**src/rtl/tlight_pkg.sv**
```systemverilog
// Shared lamp encodings and pedestrian-channel state type for the traffic-light slice.
// Pure declarations; no timing or flow control.
package tlight_pkg;

  typedef logic [2:0] lamp_t;

  localparam lamp_t RED    = 3'b100;
  localparam lamp_t YELLOW = 3'b010;
  localparam lamp_t GREEN  = 3'b001;

  typedef enum logic [1:0] {
    P_DONT_WALK = 2'd0,
    P_WALK      = 2'd1,
    P_FLASH     = 2'd2
  } ped_state_t;

  function automatic logic lamp_legal(input lamp_t l);
    return (l == RED) || (l == YELLOW) || (l == GREEN);
  endfunction

endpackage

```
**src/rtl/tlight_ped_channel.sv**
```systemverilog
// One crosswalk: request latch, green-edge detect, WALK/FLASH FSM with blink.
// Lamp-to-walk latency one cycle, all outputs registered; no backpressure.
module tlight_ped_channel
  import tlight_pkg::*;
#(
  parameter int WALK_TIME  = 6,
  parameter int FLASH_TIME = 6,
  parameter int BLINK_HALF = 1
) (
  input  logic  clock,
  input  logic  reset_n,
  input  lamp_t lamp_i,
  input  logic  btn_i,
  input  logic  kill_i,
  output logic  walk_o,
  output logic  dont_walk_o,
  output logic  wait_o
);

  localparam int CNT_MAX = (WALK_TIME > FLASH_TIME) ? WALK_TIME : FLASH_TIME;
  localparam int CW      = $clog2(CNT_MAX + 1);
  localparam int BW      = (BLINK_HALF > 1) ? $clog2(BLINK_HALF) : 1;

  ped_state_t    state_q, state_d;
  logic [CW-1:0] cnt_q, cnt_d;
  logic [BW-1:0] blink_q, blink_d;
  lamp_t         prev_q;
  logic          req_q, req_d;
  logic          walk_q, walk_d;
  logic          dw_q, dw_d;
  logic          grn, entering;

  assign grn      = (lamp_i == GREEN) && (prev_q != GREEN);
  assign entering = (state_d != state_q);

  always_ff @(posedge clock or negedge reset_n) begin
    if (!reset_n) begin
      state_q <= P_DONT_WALK;
      cnt_q   <= '0;
      blink_q <= '0;
      prev_q  <= RED;
      req_q   <= 1'b0;
      walk_q  <= 1'b0;
      dw_q    <= 1'b1;
    end else begin
      state_q <= state_d;
      cnt_q   <= cnt_d;
      blink_q <= blink_d;
      prev_q  <= lamp_i;
      req_q   <= req_d;
      walk_q  <= walk_d;
      dw_q    <= dw_d;
    end
  end

  // Fault kill outranks the walk grant, the abort and the timers.
  always_comb begin
    state_d = state_q;
    if (kill_i) begin
      state_d = P_DONT_WALK;
    end else begin
      case (state_q)
        P_DONT_WALK: if (grn && (req_q || btn_i)) state_d = P_WALK;
        P_WALK: begin
          if (lamp_i != GREEN)                    state_d = P_DONT_WALK;
          else if (cnt_q == CW'(WALK_TIME - 1))   state_d = P_FLASH;
        end
        P_FLASH: begin
          if (lamp_i != GREEN)                    state_d = P_DONT_WALK;
          else if (cnt_q == CW'(FLASH_TIME - 1))  state_d = P_DONT_WALK;
        end
        default: state_d = P_DONT_WALK;
      endcase
    end
  end

  always_comb begin
    cnt_d   = cnt_q;
    blink_d = '0;
    req_d   = req_q;
    walk_d  = (state_d == P_WALK);
    dw_d    = (state_d != P_WALK);

    if (entering)
      cnt_d = '0;
    else if (state_q != P_DONT_WALK && cnt_q != CW'(CNT_MAX))
      cnt_d = cnt_q + CW'(1);

    if (kill_i)
      req_d = 1'b0;
    else if (entering && state_d == P_WALK)
      req_d = 1'b0;
    else if (btn_i && state_q != P_WALK)
      req_d = 1'b1;

    // Flash phase lives in the dont_walk register itself; first half-period is lit.
    if (state_d == P_FLASH && !entering) begin
      if (blink_q == BW'(BLINK_HALF - 1)) begin
        blink_d = '0;
        dw_d    = ~dw_q;
      end else begin
        blink_d = blink_q + BW'(1);
        dw_d    = dw_q;
      end
    end
  end

  assign walk_o      = walk_q;
  assign dont_walk_o = dw_q;
  assign wait_o      = req_q;

endmodule

```
**src/rtl/tlight_ped.sv**
```systemverilog
// Pedestrian heads for both crosswalks plus a sticky lamp-conflict safety monitor.
// Outputs registered, one cycle after the sampled lamp codes; no backpressure.
module tlight_ped
  import tlight_pkg::*;
#(
  parameter int WALK_TIME  = 6,
  parameter int FLASH_TIME = 6,
  parameter int BLINK_HALF = 1
) (
  input  logic  clock,
  input  logic  reset_n,
  input  lamp_t ns,
  input  lamp_t we,
  input  logic  btn_ns,
  input  logic  btn_we,
  output logic  walk_ns,
  output logic  dont_walk_ns,
  output logic  wait_ns,
  output logic  walk_we,
  output logic  dont_walk_we,
  output logic  wait_we,
  output logic  fault
);

  logic fault_q, bad, kill;

  // Kill uses the live violation too, so the bad cycle itself already blocks a grant.
  assign bad  = !lamp_legal(ns) || !lamp_legal(we) || (ns != RED && we != RED);
  assign kill = bad || fault_q;

  always_ff @(posedge clock or negedge reset_n) begin
    if (!reset_n) fault_q <= 1'b0;
    else          fault_q <= fault_q | bad;
  end

  assign fault = fault_q;

  tlight_ped_channel #(
    .WALK_TIME (WALK_TIME),
    .FLASH_TIME(FLASH_TIME),
    .BLINK_HALF(BLINK_HALF)
  ) u_ns (
    .clock      (clock),
    .reset_n    (reset_n),
    .lamp_i     (ns),
    .btn_i      (btn_ns),
    .kill_i     (kill),
    .walk_o     (walk_ns),
    .dont_walk_o(dont_walk_ns),
    .wait_o     (wait_ns)
  );

  tlight_ped_channel #(
    .WALK_TIME (WALK_TIME),
    .FLASH_TIME(FLASH_TIME),
    .BLINK_HALF(BLINK_HALF)
  ) u_we (
    .clock      (clock),
    .reset_n    (reset_n),
    .lamp_i     (we),
    .btn_i      (btn_we),
    .kill_i     (kill),
    .walk_o     (walk_we),
    .dont_walk_o(dont_walk_we),
    .wait_o     (wait_we)
  );

endmodule

```
**config.mk**
```make
export PLATFORM = sky130hd
export DESIGN_NAME = tlight_ped
export DESIGN_NICKNAME = d
export VERILOG_FILES = /design/src/rtl/tlight_pkg.sv /design/src/rtl/tlight_ped_channel.sv /design/src/rtl/tlight_ped.sv
export SDC_FILE = /design/constraint.sdc
export NUM_CORES = 1
export LEC_CHECK = 0
export BUFFER_PORTS_ARGS = -buffer_cell sky130_fd_sc_hd__buf_2
export CORE_MARGIN = 10
export CORE_UTILIZATION = 45
export DETAILED_ROUTE_END_ITERATION = 10
export GPL_ROUTABILITY_DRIVEN = 0
export PLACE_DENSITY = 0.74
export SYNTH_ARGS = -nofsm -noshare
export SYNTH_HDL_FRONTEND = slang
export SYNTH_SLANG_ARGS = --single-unit
```
**constraint.sdc**
```tcl
create_clock -name clock -period 1.79 [get_ports clock]
set_input_delay 0.358 -clock clock [delete_from_list [all_inputs] [get_ports clock]]
set_output_delay 0.358 -clock clock [all_outputs]
set_load 0.05 [all_outputs]
```
==> results.md, run 1 <==
* Hold Violations, Final at 16
* Multi-input logic area at between 600 and 700 um^2
* RSZ-0062 raised after global routing: no
* DR WL/cell at between 10 and 15 um
* HP Class: input pin to async pin
* Slew margin rel. at 0.669
* Die height at between 70 and 80 um
* Reg2reg start: u_ns.state_q[0]
* Failing checks: hold timing
* Setup ws final at between 0.15 and 0.2 ns
* Period minus WS final at between 1.5 and 2 ns
* Clock Latency Late Sink at between 0.3 and 0.4 ns
* Type of the worst setup path: register to register
* Switch share at 0.234
* I/O Buffers at 16
* Total core area at 0.00273 mm^2
* Setup Viol. Count Final at 0
* IO Pins at 17
* Max-slew violation count at 0
* CP arrival at ~1.8 ns
* Post-route ant nets at 0
* CTS root buf: clkbuf_4
* Cell Rows at 19
* Post-CTS Setup Inserts at 0
* Fmax at around 630 MHz
* GRT Total Usage at 0.0975
* Drt first pass iters at 4
* Sequential power share at 0.637
* Static leakage at just over 0.0006 uW
* Worst-Margin Slew at slightly below 0.5 ns
* Via count of the first global-routing pass at 982
* CP endpoint kind: register
* First-pass GRT wire length at around 4.3 mm
* Mapped Area at roughly 0.0013 mm^2
* Grt met2 use at 0.163
* Combinational Power Share at 0.075
* Drt first-iter violations at 78
* Asr flop ratio synth at 1.00
* Power Density at around 600 mW/mm^2
* Setup crit start: u_ns.state_q[0]
* M1 GR Usage at 0.114
* Clock Sinks at 23
* Most common cell after layout, fill and taps aside: dfrtp_1
* Worst Path Required at between 2 and 2.5 ns
* Initial antenna violation count at 0
* GR Overflow Total at 0
* Clk_skew at 0.00494 ns
* #FFs+latches synth at 23
* Register area share after synthesis at 0.451
* Syn-to-layout area delta at 10.9%
* Via count at a little over 1000
* Post-Place Setup Slack at 0.140 ns
* Cell variety after synth at 40
* Pint at roughly 640 uW
* Overall die width at around 73 um
* Final HPWL DP at 1.96 mm
* Critical Path Source Type: register
* Total of max-cap violations at 0
* Synthesized Nets at 141
* R2R cell count at 4
* R2r setup slk at between 0.15 and 0.2 ns
* Status: finished, violations left
* Commonest non-fill, non-tap cells in the layout: dfrtp_1, buf_2, a21oi_1, nand2_1, nor2_1
* Fin crit share at 0.893
* CTS tree: done
* Fin Hold WS at -0.00722 ns
* Cts bufs inserted at 3
* Diode count at 0
* Share of cells above drive strength 1 at 0.273
* GRT met3 Usage at 0.0390
* Initial Utilization at 0.470
* Fill cell count at 227
* Syn avg cell area at between 10 and 15 um^2
* RR Endpoint: u_ns.cnt_q[2]
* Die ar. at roughly 0.0054 mm^2
* CTS H-tree depth at 1
* Worst Path Max Fanout at 7
* Most used DFF post-synth: dfrtp_1
* End of the critical path: u_ns.cnt_q[2]
* Drt via density at between 5 and 6
* Clock power frac at 0.288
* Setup TNS at 0 ns
* Global route hottest layer: met2
* Seq. cell area at just under 600 um^2
* Clk pin slew, worst setup/hold paths at 0.12 ns
* Post-Route WL at 2.57 mm
* Synthesis Warnings at 0
* Largest net degree at the start of global routing at 24
* Deepest clock path buffer count at 2
* Hold buffer count at cts at 0
* Switching power at a little under 200 uW
* Max IR drop VDD at about 0.0006 V
* Nets@finish at 160
* DRC viols at 0
* Post-synth EDFFs at 0
* Post-cts resize count at 0
* Mapped Cells at approximately 130
## registers in the layout (all words and copies together) (netlist names)
name              count
u_we.state_q          2
u_we.cnt_q            3
u_we.prev_q           3
u_we.wait_o           1
u_ns.wait_o           1
u_ns.walk_o           1
u_we.dont_walk_o      1
fault                 1
u_ns.dont_walk_o      1
u_we.walk_o           1
u_ns.cnt_q            3
u_ns.prev_q           3
u_ns.state_q          2
## metal layers
layer	wire length (um)	vias up
met5	0	-
met4	12	0
met3	196	2
met2	1270	29
met1	1100	497
li1	-	490
## logic make-up (layout without fill, tap and decap cells)
logic type / Yosys count / in the layout / share of synthesized area
simple gates: 45 / 45 / 0.222
flops: 23 / 23 / 0.451
compound gates: 35 / 35 / 0.194
fa+ha+maj: 6 / 6 / 0.0584
buf+inv: 10 / 28 / 0.0331
mux: 1 / 1 / 0.00778
xor+xnor: 5 / 5 / 0.0341
## Yosys cell counts, types with 2 or more instances
master,number,share of area
buf_2,4,0.016
nor3_2,2,0.016
inv_1,6,0.018
a211oi_1,3,0.018
nand2_1,10,0.029
xor2_1,3,0.020
dfrtp_1,19,0.37
a31oi_1,3,0.015
ha_1,6,0.058
nor3_1,4,0.016
nand3_1,2,0.0078
o21bai_1,2,0.012
a21oi_1,11,0.043
a2bb2oi_1,2,0.014
nand2b_1,3,0.015
dfstp_2,4,0.082
nor2_1,9,0.026
a32o_1,3,0.023
o21ai_0,3,0.012
xnor2_1,2,0.014
nor3b_1,3,0.018
nor4b_2,3,0.035
## critical path, stage by stage, from the launching register on
cell and delay, ns:
dfrtp_1 0.47, nor4b_2 0.36, nor2_1 0.15, a31o_2 0.29, a221oi_2 0.25
## power by group through the flow
stage          clock network [uW]  registers (uW)  logic, uW
2_1_floorplan                   0             540       28.6
3_3_place_gp                    0             541       60.4
3_5_place_dp                    0             541       62.6
4_1_cts                       250             531       63.2
5_1_grt                       273             532       69.8
6_report                      240             531       62.5
## final cells by class
cell class / count / share of cell area
Inverter: 6 / 0.0158
Clock buffer: 4 / 0.0184
Multi-Input combinational cell: 92 / 0.465
Sequential cell: 23 / 0.407
Tap cell: 31 / 0.0272
Timing Repair Buffer: 18 / 0.0667
## worst min-delay path by stage
stage	depth (start not counted)	start	end	slack (ns)
after floorplan	0	reset_n	fault	0.06
after global placement	1	reset_n	u_we.state_q[0]	0.35
after detailed placement	1	reset_n	u_we.state_q[0]	0.36
after CTS	1	reset_n	u_we.state_q[0]	0.008
after global routing	1	reset_n	u_ns.wait_o	0.003
final	1	reset_n	u_we.state_q[0]	-0.007
## per-stage QoR
| step | total power (uW) | cell area (um^2) | hold slack [ns] | util | cells |
|---|---|---|---|---|---|
| 2_1_floorplan | 569 | 1290 | 0.0624 | - | 125 |
| 3_3_place_gp | 601 | 1400 | 0.350 | 0.512 | 170 |
| 3_5_place_dp | 604 | 1400 | 0.358 | 0.512 | 170 |
| 4_1_cts | 845 | 1430 | 0.00822 | 0.522 | 174 |
| 5_1_grt | 875 | 1430 | 0.00292 | 0.522 | 174 |
| 6_report | 834 | 1430 | -0.00722 | 0.522 | 174 |
(Power assumes the default switching activity.)
==> run 2: changes to the inputs <==
--- a/config.mk
+++ b/config.mk
@@ -6,11 +6,14 @@
 export NUM_CORES = 1
 export LEC_CHECK = 0
 export BUFFER_PORTS_ARGS = -buffer_cell sky130_fd_sc_hd__buf_2
+export CAP_MARGIN = 40
+export CELL_PAD_IN_SITES_DETAIL_PLACEMENT = 1
+export CELL_PAD_IN_SITES_GLOBAL_PLACEMENT = 1
 export CORE_MARGIN = 10
-export CORE_UTILIZATION = 45
+export CORE_UTILIZATION = 44
 export DETAILED_ROUTE_END_ITERATION = 10
 export GPL_ROUTABILITY_DRIVEN = 0
-export PLACE_DENSITY = 0.74
+export PLACE_DENSITY = 0.87
 export SYNTH_ARGS = -nofsm -noshare
 export SYNTH_HDL_FRONTEND = slang
 export SYNTH_SLANG_ARGS = --single-unit
==> results.md, run 2 (synthesis gave the netlist of run 1 again) <==
* Total core area at 0.00278 mm^2 (+1.7%)
* Hold buffer count at cts at 0 (unchanged)
* Diode count at 0 (unchanged)
* Critical Path Source Type: register
* I/O Buffers at 16 (unchanged)
* Worst Path Required at 2.02 ns (about the same)
* Deepest clock path buffer count at 2 (unchanged)
* Clock Latency Late Sink at 0.31 ns (about the same)
* Status: finished, violations left
* Overall die width at 74.1 um (+0.82%)
* Setup TNS at 0 ns (unchanged)
* Syn-to-layout area delta at 10.9% (unchanged)
* R2R cell count at 4 (unchanged)
* Die ar. at 0.00549 mm^2 (+1.6%)
* DRC viols at 0 (unchanged)
* Fill cell count at 323 (+42%)
* Clock Sinks at 23 (unchanged)
* Final design utilization at 0.513 (-0.00892)
* CTS root buf: clkbuf_4
* Fmax at 616 MHz (-1.5%)
* Slew margin rel. at 0.658 (-0.0111)
* Cts bufs inserted at 3 (unchanged)
* Fin Hold WS at -0.000812 ns (+0.00640 ns)
* Reg2reg start: u_ns.state_q[0]
* IO Pins at 17 (unchanged)
* Failing checks: hold timing
* R2r setup slk at 0.17 ns (-0.02 ns)
* Fin crit share at 0.907 (+0.0140)
* DR WL/cell at 16.7 um (+13%)
* Nets@finish at 160 (unchanged)
* Multi-input logic area at 663 um^2 (unchanged)
* Initial antenna violation count at 0 (unchanged)
* Die height at 74.1 um (+0.82%)
* Clk_skew at 0.00246 ns (-0.00248 ns)
* Final HPWL DP at 2.32 mm (+18%)
* RSZ-0062 raised after global routing: no
* Setup crit start: u_ns.state_q[0]
* Hold Violations, Final at 1 (-15)
* CP arrival at 1.85 ns (+0.03 ns)
* First-pass GRT wire length at 4.91 mm (+14%)
* HP Class: input pin to async pin
* Post-CTS Setup Inserts at 0 (unchanged)
* Clk pin slew, worst setup/hold paths at 0.12 ns (about the same)
* Share of cells above drive strength 1 at 0.273 (unchanged)
* Post-Route WL at 2.91 mm (+13%)
* Initial Utilization at 0.462 (-0.00804)
* Post-cts resize count at 0 (unchanged)
* Cell Rows at 19 (unchanged)
* Drt first-iter violations at 58 (-26%)
* Period minus WS final at 1.62 ns (+0.0250 ns)
* CTS H-tree depth at 1 (unchanged)
* Via count at 1012 (-0.59%)
* CTS tree: done
* Largest net degree at the start of global routing at 24 (unchanged)
* Max IR drop VDD at 0.000645 V (+9.1%)
* GR Overflow Total at 0 (unchanged)
* Via count of the first global-routing pass at 1079 (+9.9%)
* Type of the worst setup path: register to register
* Power Density at 586 mW/mm^2 (+0.27%)
* Worst Path Max Fanout at 8 (+1)
* Seq. cell area at 581 um^2 (unchanged)
* Drt via density at 5.82 (-0.59%)
* Most common cell after layout, fill and taps aside: dfrtp_1
* Commonest non-fill, non-tap cells in the layout: dfrtp_1, buf_2, a21oi_1, nand2_1, nor2_1
* Max-slew violation count at 0 (unchanged)
* RR Endpoint: u_ns.cnt_q[2]
* Post-route ant nets at 0 (unchanged)
* Static leakage at 0.000604 uW (unchanged)
* Total of max-cap violations at 0 (unchanged)
* Setup Viol. Count Final at 0 (unchanged)
* Total power at 836 uW (+0.27%)
* GRT Total Usage at 0.111 (+0.0138)
* Drt first pass iters at 4 (unchanged)
* CP endpoint kind: register
* Worst-Margin Slew at 0.514 ns (+0.0167 ns)
==> run 2: worst max path at each step <==
stage                    end  slack [ns]  cells after the start
2_1_floorplan  u_ns.cnt_q[2]        0.21                      4
3_3_place_gp   u_we.cnt_q[1]        0.18                      5
3_5_place_dp   u_ns.cnt_q[2]        0.14                      5
4_1_cts        u_ns.cnt_q[2]        0.17                      4
5_1_grt        u_ns.cnt_q[2]        0.07                      4
6_report       u_ns.cnt_q[2]        0.17                      4
==> run 2: layout make-up <==
cell class,count,area share
flip-flops and latches,23,0.407
inverters,6,0.0158
repair buffers,18,0.0667
clock buffers,4,0.0184
well taps,31,0.0272
multi-input cells,92,0.465
==> run 2: through the flow <==
step	area [um^2]	cells	setup slack [ns]	hold slack, ns
2_1_floorplan	1290	125	0.206	0.0624
3_3_place_gp	1400	170	0.181	0.350
3_5_place_dp	1400	170	0.142	0.364
4_1_cts	1430	174	0.166	0.0136
5_1_grt	1430	174	0.0674	0.00492
6_report	1430	174	0.166	-0.000812
==> run 2: power breakdown <==
group          internal (uW)  switching, uW
registers                529           2.91
clock network           87.0            154
logic                   22.8           40.7
==> run 2: critical path: stages (launching register included) <==
cell      delay [ns]
dfrtp_1         0.50
nor4b_2         0.38
nor2_1          0.14
a31o_2          0.28
a221oi_2        0.23
==> run 2: metal layers <==
layer / up-vias / GRT usage / share of wire
met3: 2 / 0.0386 / 0.057
met2: 17 / 0.198 / 0.52
met1: 503 / 0.127 / 0.41
met4: 0 / 0.0186 / 0.0041
li1: 490 / - / -
met5: - / 0 / 0
